===== config.mk =====
export PLATFORM = sky130hd
export DESIGN_NAME = usb_asp_spi_responder
export DESIGN_NICKNAME = d
export VERILOG_FILES = /design/src/rtl/usb_asp_spi_pkg.sv /design/src/rtl/usb_asp_spi_responder_shifter.sv /design/src/rtl/usb_asp_spi_responder.sv
export SDC_FILE = /design/constraint.sdc
export NUM_CORES = 1
export LEC_CHECK = 0
export ABC_AREA = 1
export CAP_MARGIN = 20
export CORE_MARGIN = 1.5
export CORE_UTILIZATION = 54
export DETAILED_ROUTE_END_ITERATION = 12
export PLACE_DENSITY = 0.79
export SLEW_MARGIN = 20
export SYNTH_ARGS = -nofsm -noshare
export SYNTH_HDL_FRONTEND = slang
export SYNTH_HIERARCHICAL = 1
export SYNTH_SLANG_ARGS = --single-unit

===== constraint.sdc =====
create_clock -name clk -period 1.7 [get_ports clk]
set_clock_uncertainty 0.05 [all_clocks]
set_input_delay 0.34 -clock clk [delete_from_list [all_inputs] [get_ports clk]]
set_output_delay 0.34 -clock clk [all_outputs]
set_load 0.01 [all_outputs]

===== src/rtl/usb_asp_spi_pkg.sv =====
// -----------------------------------------------------------------------------
// usb_asp_spi_pkg
// Shared definitions for the USB ASP SPI flash-emulating responder:
// opcode constants, FSM state encoding, idle fill byte and the power-up
// memory pattern helper.
// -----------------------------------------------------------------------------
package usb_asp_spi_pkg;

  localparam logic [7:0] OP_READ = 8'h03;
  localparam logic [7:0] OP_PROG = 8'h02;
  localparam logic [7:0] OP_RDID = 8'h9F;
  localparam logic [7:0] OP_RDSR = 8'h05;
  localparam logic [7:0] OP_WREN = 8'h06;
  localparam logic [7:0] OP_WRDI = 8'h04;

  localparam logic [7:0] IDLE_FILL    = 8'hFF;
  localparam logic [7:0] MEM_INIT_XOR = 8'hA5;

  typedef enum logic [2:0] {
    ST_IDLE,
    ST_CMD,
    ST_ADDR,
    ST_RD,
    ST_WR,
    ST_ID,
    ST_STATUS,
    ST_IGNORE
  } state_e;

  // Contents of a memory byte that has never been written.
  function automatic logic [7:0] mem_init_byte(input logic [7:0] a);
    return a ^ MEM_INIT_XOR;
  endfunction

endpackage


===== src/rtl/usb_asp_spi_responder_shifter.sv =====
// -----------------------------------------------------------------------------
// spi_target_shifter
// Oversamples the mode-3 SPI pins in the clk domain, detects edges and runs
// the receive/transmit shift registers and the 3-bit bit counter.
//
// Ports:
//   clk_i, reset_i          system clock, async active-high reset
//   spi_clk_i/csn_i/mosi_i  raw SPI pins from the master
//   tx_byte_i               next response byte, sampled when load_req_o is high
//   spi_miso_o              target-out data (tx_sh[7])
//   busy_o                  synchronized chip select is low
//   byte_done_o, rx_byte_o  one-cycle pulse with the completed received byte
//   load_req_o              falling edge at a byte boundary (tx_byte_i loaded)
//   cs_start_o, cs_end_o    synchronized chip-select fall / rise pulses
// -----------------------------------------------------------------------------
module spi_target_shifter
  import usb_asp_spi_pkg::*;
#(
  parameter int SYNC_STAGES = 2
) (
  input  logic       clk_i,
  input  logic       reset_i,
  input  logic       spi_clk_i,
  input  logic       spi_csn_i,
  input  logic       spi_mosi_i,
  input  logic [7:0] tx_byte_i,
  output logic       spi_miso_o,
  output logic       busy_o,
  output logic       byte_done_o,
  output logic [7:0] rx_byte_o,
  output logic       load_req_o,
  output logic       cs_start_o,
  output logic       cs_end_o
);

  logic [SYNC_STAGES-1:0] sclk_sync_q, csn_sync_q, mosi_sync_q;
  logic                   sclk_dly_q, csn_dly_q;
  logic [7:0]             rx_sh_q, rx_sh_d;
  logic [7:0]             tx_sh_q, tx_sh_d;
  logic [2:0]             bit_cnt_q, bit_cnt_d;
  logic                   sclk_s, csn_s, mosi_s, sclk_rise, sclk_fall;

  assign sclk_s = sclk_sync_q[SYNC_STAGES-1];
  assign csn_s  = csn_sync_q[SYNC_STAGES-1];
  assign mosi_s = mosi_sync_q[SYNC_STAGES-1];

  assign sclk_rise  = sclk_s & ~sclk_dly_q;
  assign sclk_fall  = ~sclk_s & sclk_dly_q;
  assign cs_start_o = ~csn_s & csn_dly_q;
  assign cs_end_o   = csn_s & ~csn_dly_q;

  // busy drops in the same cycle a CS rise is detected, so a coincident
  // clock edge is ignored and chip select wins.
  assign busy_o      = ~csn_s;
  assign rx_byte_o   = {rx_sh_q[6:0], mosi_s};
  assign byte_done_o = busy_o & sclk_rise & (bit_cnt_q == 3'd7);
  assign load_req_o  = busy_o & sclk_fall & (bit_cnt_q == 3'd0);
  assign spi_miso_o  = tx_sh_q[7];

  always_comb begin
    rx_sh_d   = rx_sh_q;
    tx_sh_d   = tx_sh_q;
    bit_cnt_d = bit_cnt_q;
    if (cs_end_o) begin
      rx_sh_d   = '0;
      tx_sh_d   = IDLE_FILL;
      bit_cnt_d = '0;
    end else if (cs_start_o) begin
      tx_sh_d   = IDLE_FILL;
      bit_cnt_d = '0;
    end else if (busy_o && sclk_rise) begin
      rx_sh_d   = rx_byte_o;
      bit_cnt_d = bit_cnt_q + 3'd1;
    end else if (busy_o && sclk_fall) begin
      tx_sh_d = (bit_cnt_q == 3'd0) ? tx_byte_i : {tx_sh_q[6:0], 1'b1};
    end
  end

  always_ff @(posedge clk_i or posedge reset_i) begin
    if (reset_i) begin
      sclk_sync_q <= '1;
      csn_sync_q  <= '1;
      mosi_sync_q <= '1;
      sclk_dly_q  <= 1'b1;
      csn_dly_q   <= 1'b1;
      rx_sh_q     <= '0;
      tx_sh_q     <= IDLE_FILL;
      bit_cnt_q   <= '0;
    end else begin
      sclk_sync_q <= {sclk_sync_q[SYNC_STAGES-2:0], spi_clk_i};
      csn_sync_q  <= {csn_sync_q[SYNC_STAGES-2:0], spi_csn_i};
      mosi_sync_q <= {mosi_sync_q[SYNC_STAGES-2:0], spi_mosi_i};
      sclk_dly_q  <= sclk_s;
      csn_dly_q   <= csn_s;
      rx_sh_q     <= rx_sh_d;
      tx_sh_q     <= tx_sh_d;
      bit_cnt_q   <= bit_cnt_d;
    end
  end

endmodule


===== src/rtl/usb_asp_spi_responder.sv =====
// -----------------------------------------------------------------------------
// usb_asp_spi_responder
// Minimal serial-flash emulating SPI target (mode 3) used as the far end of
// the USB ASP SPI master. Decodes READ/PROG/RDID/RDSR/WREN/WRDI and serves a
// small byte memory whose unwritten bytes read as addr ^ 8'hA5.
//
// Build option: define USB_ASP_SPI_RESP_PROGRAM_EN to implement PROG, WREN
// and WRDI. Without it those opcodes are counted but ignored, wel is 0 and
// the memory is a read-only pattern.
//
// Ports:
//   clk, reset        system clock, async active-high reset
//   spi_clk/csn/mosi  SPI pins from the master
//   spi_miso          target-out data (1 when idle)
//   busy              synchronized chip select is low
//   wel               write-enable latch
//   cmd_count         decoded opcode count, wraps
// -----------------------------------------------------------------------------
module usb_asp_spi_responder
  import usb_asp_spi_pkg::*;
#(
  parameter int          MEM_AW      = 6,
  parameter logic [23:0] JEDEC_ID    = 24'hEF4016,
  parameter int          SYNC_STAGES = 2
) (
  input  logic       clk,
  input  logic       reset,
  input  logic       spi_clk,
  input  logic       spi_csn,
  input  logic       spi_mosi,
  output logic       spi_miso,
  output logic       busy,
  output logic       wel,
  output logic [7:0] cmd_count
);

  state_e            state_q, state_d;
  logic [MEM_AW-1:0] addr_q, addr_d;
  logic [1:0]        addr_cnt_q, addr_cnt_d;
  logic [1:0]        id_idx_q, id_idx_d;
  logic [7:0]        cmd_count_q, cmd_count_d;
  logic              byte_done, load_req, cs_start, cs_end;
  logic [7:0]        rx_byte, tx_byte, mem_rd;

  spi_target_shifter #(.SYNC_STAGES(SYNC_STAGES)) u_shifter (
    .clk_i       (clk),
    .reset_i     (reset),
    .spi_clk_i   (spi_clk),
    .spi_csn_i   (spi_csn),
    .spi_mosi_i  (spi_mosi),
    .tx_byte_i   (tx_byte),
    .spi_miso_o  (spi_miso),
    .busy_o      (busy),
    .byte_done_o (byte_done),
    .rx_byte_o   (rx_byte),
    .load_req_o  (load_req),
    .cs_start_o  (cs_start),
    .cs_end_o    (cs_end)
  );

`ifdef USB_ASP_SPI_RESP_PROGRAM_EN
  logic                 wel_q, wel_d, wrote_q, wrote_d, is_wr_q, is_wr_d, mem_we;
  logic [7:0]           mem_q [2**MEM_AW];
  logic [2**MEM_AW-1:0] written_q;

  // A per-byte written flag stands in for memory initialisation: bytes never
  // written return the power-up pattern, so the array itself needs no reset.
  assign mem_rd = written_q[addr_q] ? mem_q[addr_q] : mem_init_byte(8'(addr_q));
  assign wel    = wel_q;

  always_ff @(posedge clk) begin
    if (mem_we) mem_q[addr_q] <= rx_byte;
  end

  always_ff @(posedge clk or posedge reset) begin
    if (reset) begin
      written_q <= '0;
      wel_q     <= 1'b0;
      wrote_q   <= 1'b0;
      is_wr_q   <= 1'b0;
    end else begin
      if (mem_we) written_q[addr_q] <= 1'b1;
      wel_q   <= wel_d;
      wrote_q <= wrote_d;
      is_wr_q <= is_wr_d;
    end
  end
`else
  assign mem_rd = mem_init_byte(8'(addr_q));
  assign wel    = 1'b0;
`endif

  assign cmd_count = cmd_count_q;

  always_comb begin
    tx_byte = IDLE_FILL;
    case (state_q)
      ST_RD:     tx_byte = mem_rd;
      ST_STATUS: tx_byte = {6'b0, wel, 1'b0};
      ST_ID: begin
        case (id_idx_q)
          2'd0:    tx_byte = JEDEC_ID[23:16];
          2'd1:    tx_byte = JEDEC_ID[15:8];
          2'd2:    tx_byte = JEDEC_ID[7:0];
          default: tx_byte = IDLE_FILL;
        endcase
      end
      default:   tx_byte = IDLE_FILL;
    endcase
  end

  always_comb begin
    state_d     = state_q;
    addr_d      = addr_q;
    addr_cnt_d  = addr_cnt_q;
    id_idx_d    = id_idx_q;
    cmd_count_d = cmd_count_q;
`ifdef USB_ASP_SPI_RESP_PROGRAM_EN
    wel_d   = wel_q;
    wrote_d = wrote_q;
    is_wr_d = is_wr_q;
    mem_we  = 1'b0;
`endif
    if (cs_end) begin
      state_d = ST_IDLE;
`ifdef USB_ASP_SPI_RESP_PROGRAM_EN
      if (wrote_q) wel_d = 1'b0;
      wrote_d = 1'b0;
`endif
    end else begin
      case (state_q)
        ST_IDLE: if (cs_start) state_d = ST_CMD;
        ST_CMD: begin
          if (byte_done) begin
            cmd_count_d = cmd_count_q + 8'd1;
            addr_cnt_d  = '0;
            id_idx_d    = '0;
`ifdef USB_ASP_SPI_RESP_PROGRAM_EN
            is_wr_d = (rx_byte == OP_PROG);
`endif
            case (rx_byte)
              OP_READ: state_d = ST_ADDR;
              OP_RDID: state_d = ST_ID;
              OP_RDSR: state_d = ST_STATUS;
`ifdef USB_ASP_SPI_RESP_PROGRAM_EN
              OP_PROG: state_d = ST_ADDR;
              OP_WREN: begin
                wel_d   = 1'b1;
                state_d = ST_IGNORE;
              end
              OP_WRDI: begin
                wel_d   = 1'b0;
                state_d = ST_IGNORE;
              end
`endif
              default: state_d = ST_IGNORE;
            endcase
          end
        end
        ST_ADDR: begin
          if (byte_done) begin
            // Big-endian shift; only the low MEM_AW bits survive.
            addr_d     = MEM_AW'({addr_q, rx_byte});
            addr_cnt_d = addr_cnt_q + 2'd1;
            if (addr_cnt_q == 2'd2) begin
`ifdef USB_ASP_SPI_RESP_PROGRAM_EN
              state_d = is_wr_q ? ST_WR : ST_RD;
`else
              state_d = ST_RD;
`endif
            end
          end
        end
        ST_RD: if (load_req) addr_d = addr_q + MEM_AW'(1);
        ST_ID: if (load_req && id_idx_q != 2'd3) id_idx_d = id_idx_q + 2'd1;
`ifdef USB_ASP_SPI_RESP_PROGRAM_EN
        ST_WR: begin
          if (byte_done) begin
            if (wel_q) begin
              mem_we  = 1'b1;
              wrote_d = 1'b1;
            end
            addr_d = addr_q + MEM_AW'(1);
          end
        end
`endif
        default: ;
      endcase
    end
  end

  always_ff @(posedge clk or posedge reset) begin
    if (reset) begin
      state_q     <= ST_IDLE;
      addr_q      <= '0;
      addr_cnt_q  <= '0;
      id_idx_q    <= '0;
      cmd_count_q <= '0;
    end else begin
      state_q     <= state_d;
      addr_q      <= addr_d;
      addr_cnt_q  <= addr_cnt_d;
      id_idx_q    <= id_idx_d;
      cmd_count_q <= cmd_count_d;
    end
  end

endmodule


==> results of run 1 <==
## area by class of cell
class,count,area (um2),share of cell area
tap,67,83.8,0.0261
multi-input combinational,260,1360,0.423
clock buffer,8,80.1,0.0249
timing repair buffer,31,278,0.0865
sequential,47,1200,0.373
inverter,56,213,0.0663
## power groups by stage
stage / Combinational (mW) / Sequential (mW) / Clock (mW)
floorplan: 0.847 / 1.50 / 0
global placement: 1.05 / 1.56 / 0
detailed placement: 1.08 / 1.57 / 0
CTS: 1.08 / 1.55 / 0.654
global route: 1.27 / 1.58 / 0.698
finish: 1.10 / 1.56 / 0.635
## placed cells by master, fill, tap and decap left out, drive strengths merged
cell / n
nand2: 131
inv: 56
nand3: 43
nor2: 32
dfrtp: 31
o21ai: 19
buf: 17
dfstp: 16
ha: 13
clkdlybuf4s50: 12
nand4: 11
clkbuf: 8
xnor2: 3
nor3: 2
xor2: 2
dlygate4sd2: 2
a21oi: 1
o211ai: 1
nand3b: 1
conb: 1
## worst paths after layout
kind,to,slack (ns)
max,cmd_count[1],0.03
max reg2reg,id_idx_q[1]$_DFFE_PP0P_,0.05
max in group asynchronous,u_shifter/csn_sync_q[1]$_DFF_PP1_,0.78
min reg2reg,u_shifter/sclk_sync_q[1]$_DFF_PP1_,0.31
min in group asynchronous,addr_q[5]$_DFFE_PP0P_,0.36
min,u_shifter/sclk_sync_q[1]$_DFF_PP1_,0.31
## layer usage
metal | global-route usage | routed length, um | up-vias
met4 | 0.0929 | 170 | 0
met5 | 0 | 0 | -
met2 | 0.358 | 2630 | 52
met1 | 0.289 | 2550 | 1108
met3 | 0.0428 | 216 | 18
li1 | - | - | 1224
## stage by stage
stage	area, um2	worst slack, ns	std cells
finish	3210	0.0348	469
global route	3210	-0.0574	469
detailed placement	3060	-0.117	458
global placement	3060	-0.0524	458
CTS	3150	0.0107	466
floorplan	2780	0.0950	371
## kinds of logic after synthesis
kind of cell / Yosys count
DFF: 47
other: 1
AOI/OAI and AO/OA: 21
adders and majority gates: 13
xor gates and xnor gates: 5
and+or+nand+nor: 220
buffers and inverters: 64
## registers in the layout, indices dropped and copies added, names as in the netlist
signal / count
cmd_count: 8
u_shifter/tx_sh_q: 8
u_shifter/rx_sh_q: 7
addr_q: 6
state_q: 3
u_shifter/bit_cnt_q: 3
addr_cnt_q: 2
id_idx_q: 2
u_shifter/csn_sync_q: 2
u_shifter/mosi_sync_q: 2
u_shifter/sclk_sync_q: 2
u_shifter/csn_dly_q: 1
u_shifter/sclk_dly_q: 1
## timing repair
| action | CTS | global route |
|---|---|---|
| pin swaps | 0 | 6 |
| setup buffers | 0 | 3 |
| endpoints found under the setup margin | 12 | 23 |
| gates resized for setup | 6 | 13 |
==> impl_metrics.toml, run 1 <==
[timing]
hold_viol = 0
fin_tns_setup_ns = 0
max_clock_freq_ghz = 0.601
rsz0062_at_grt = "yes"
timing.final.crit_period_ns = 1.67
slew_violations = 0
finalSetupViolCount = 0
fin_hold_ws_ns = 0.309
fin_crit_sh = 0.980

[setup_path]
rr_worst_depth = 11
critical_path.cell_chain = "clkdlybuf4s50_1"
critPathMaxFanout = 4
slowest_delay_ns = 0.57
crit_buf_inv = 1
crit_family = "buffers and inverters"
critPathArrivalTime_ns = 1.28
critical_path_depth = 1
cp_slowest_cell = "clkdlybuf4s50_1"
cp.required_ns = 1.31
cp-start-kind = "flip-flop"
worst_setup_path_end_kind = "primary output"
timing.rr.start = "u_shifter/bit_cnt_q[0]$_DFFE_PP0P_"
worstSetupPathType = "reg -> out"
worstSetupStartpoint = "cmd_count[1]$_DFFE_PP0P_"

[yosys]
syn-num-nets = 389
synthArstFlopShare = 1.00
synth_commonest_cells = "127 x nand2_1, 49 x inv_1, 39 x nand3_1, 31 x dfrtp_1, 30 x nor2_1"
synthSimpleGateAreaFrac = 0.353
post_synth.cell_area_avg_um2 = 7.50
synth.area.mux_share = 0
yosysMostFrequentCell = "nand2_1"
ys_seq_area_frac = 0.430
synth_edf_count = 0
synth_top_family_by_area = "simple AND/OR/NAND/NOR gates"
syn_inst = 371
ys_top_cells_by_area = "dfrtp_1 28%, nand2_1 17%, dfstp_2 15%, nand3_1 7.0%, inv_1 6.6%"
synth-compound-area-share = 0.0414
synth_xor_area_frac = 0.0157
ys_types = 30
synth_top_area_frac = 0.279
netlist.top_cell.by_area = "dfrtp_1"
yosys_warnings = 6
syn_area_um2 = 2780
synth_seq_cells = 47
synthFlopType = "dfrtp_1"
synthAdderAreaFrac = 0.0585

[cells_and_area]
n_antenna_cell = 0
syn2layout_area_growth_pct = 15.4
layout.nets = 419
layout-drive-gt1-share = 0.179
fin_util = 0.662
fillers = 410

[routing]
routedWlPerCell_um = 11.9
wl_um = 5570
via_count = 2402
antenna_left = 0
firstDrtPassIters = 4
drc = 0
viasPerCell = 5.12
drtIter0Drc = 126

[power_and_ir_drop]
seqPwrFrac = 0.473
ir_drop_mv = 0.567
p_sw_mw = 1.20
p_comb_frac = 0.334
p_int_mw = 2.09
p_per_area_nw_per_um2 = 1030
p_leak_nw = 1.64
sw_frac_of_total = 0.366
power_frac_clock = 0.193
fin_total_pwr_mw = 3.29

[grt]
globalRouteOverflowTotal = 0
grt_use_total = 0.220
grt_pass1_wl_um = 9450
grt_pass1_vias = 2230
grt_start_max_net_pins = 22
antenna_found_initial = 0

[hold_path]
min_path_type = "reg -> reg"
worstHoldPathCells = 0
min_from = "u_shifter/sclk_sync_q[0]$_DFF_PP1_"

[die]
die_h_um = 74.8
io_pins = 16
initial_core_util = 0.574
die-area_um2 = 5590
fp.dieW_um = 74.8
coreArea_um2 = 4850
rows = 25

[placement]
gp_congestion = 0.958
dpl.hpwl_um = 4170
io_buffers = 14

[run_status]
status = "finished, final reports clean"

[clock_network]
htreeDepth = 2
clk_latency_ns = 0.29
cts_tree = "done"
cts_hold_buf = 0
cts.sinks = 47
cts_buffer_depth = 2
root_buffer = "clkbuf_8"
clkTransAtPathRegs_ns = 0.08
cts_buffers = 5

[run]
maxCapViolCount = 0
Note: power is estimated with default switching activity, not from simulation.
==> inputs of run 2 (changes only) <==
--- a/config.mk
+++ b/config.mk
@@ -10,6 +10,7 @@
 export CORE_MARGIN = 1.5
 export CORE_UTILIZATION = 54
 export DETAILED_ROUTE_END_ITERATION = 12
+export HOLD_SLACK_MARGIN = 0.05
 export PLACE_DENSITY = 0.79
 export SLEW_MARGIN = 20
 export SYNTH_ARGS = -nofsm -noshare
==> results of run 2 <==
The final DEF is identical to that of run 1; final timing and power are the same.
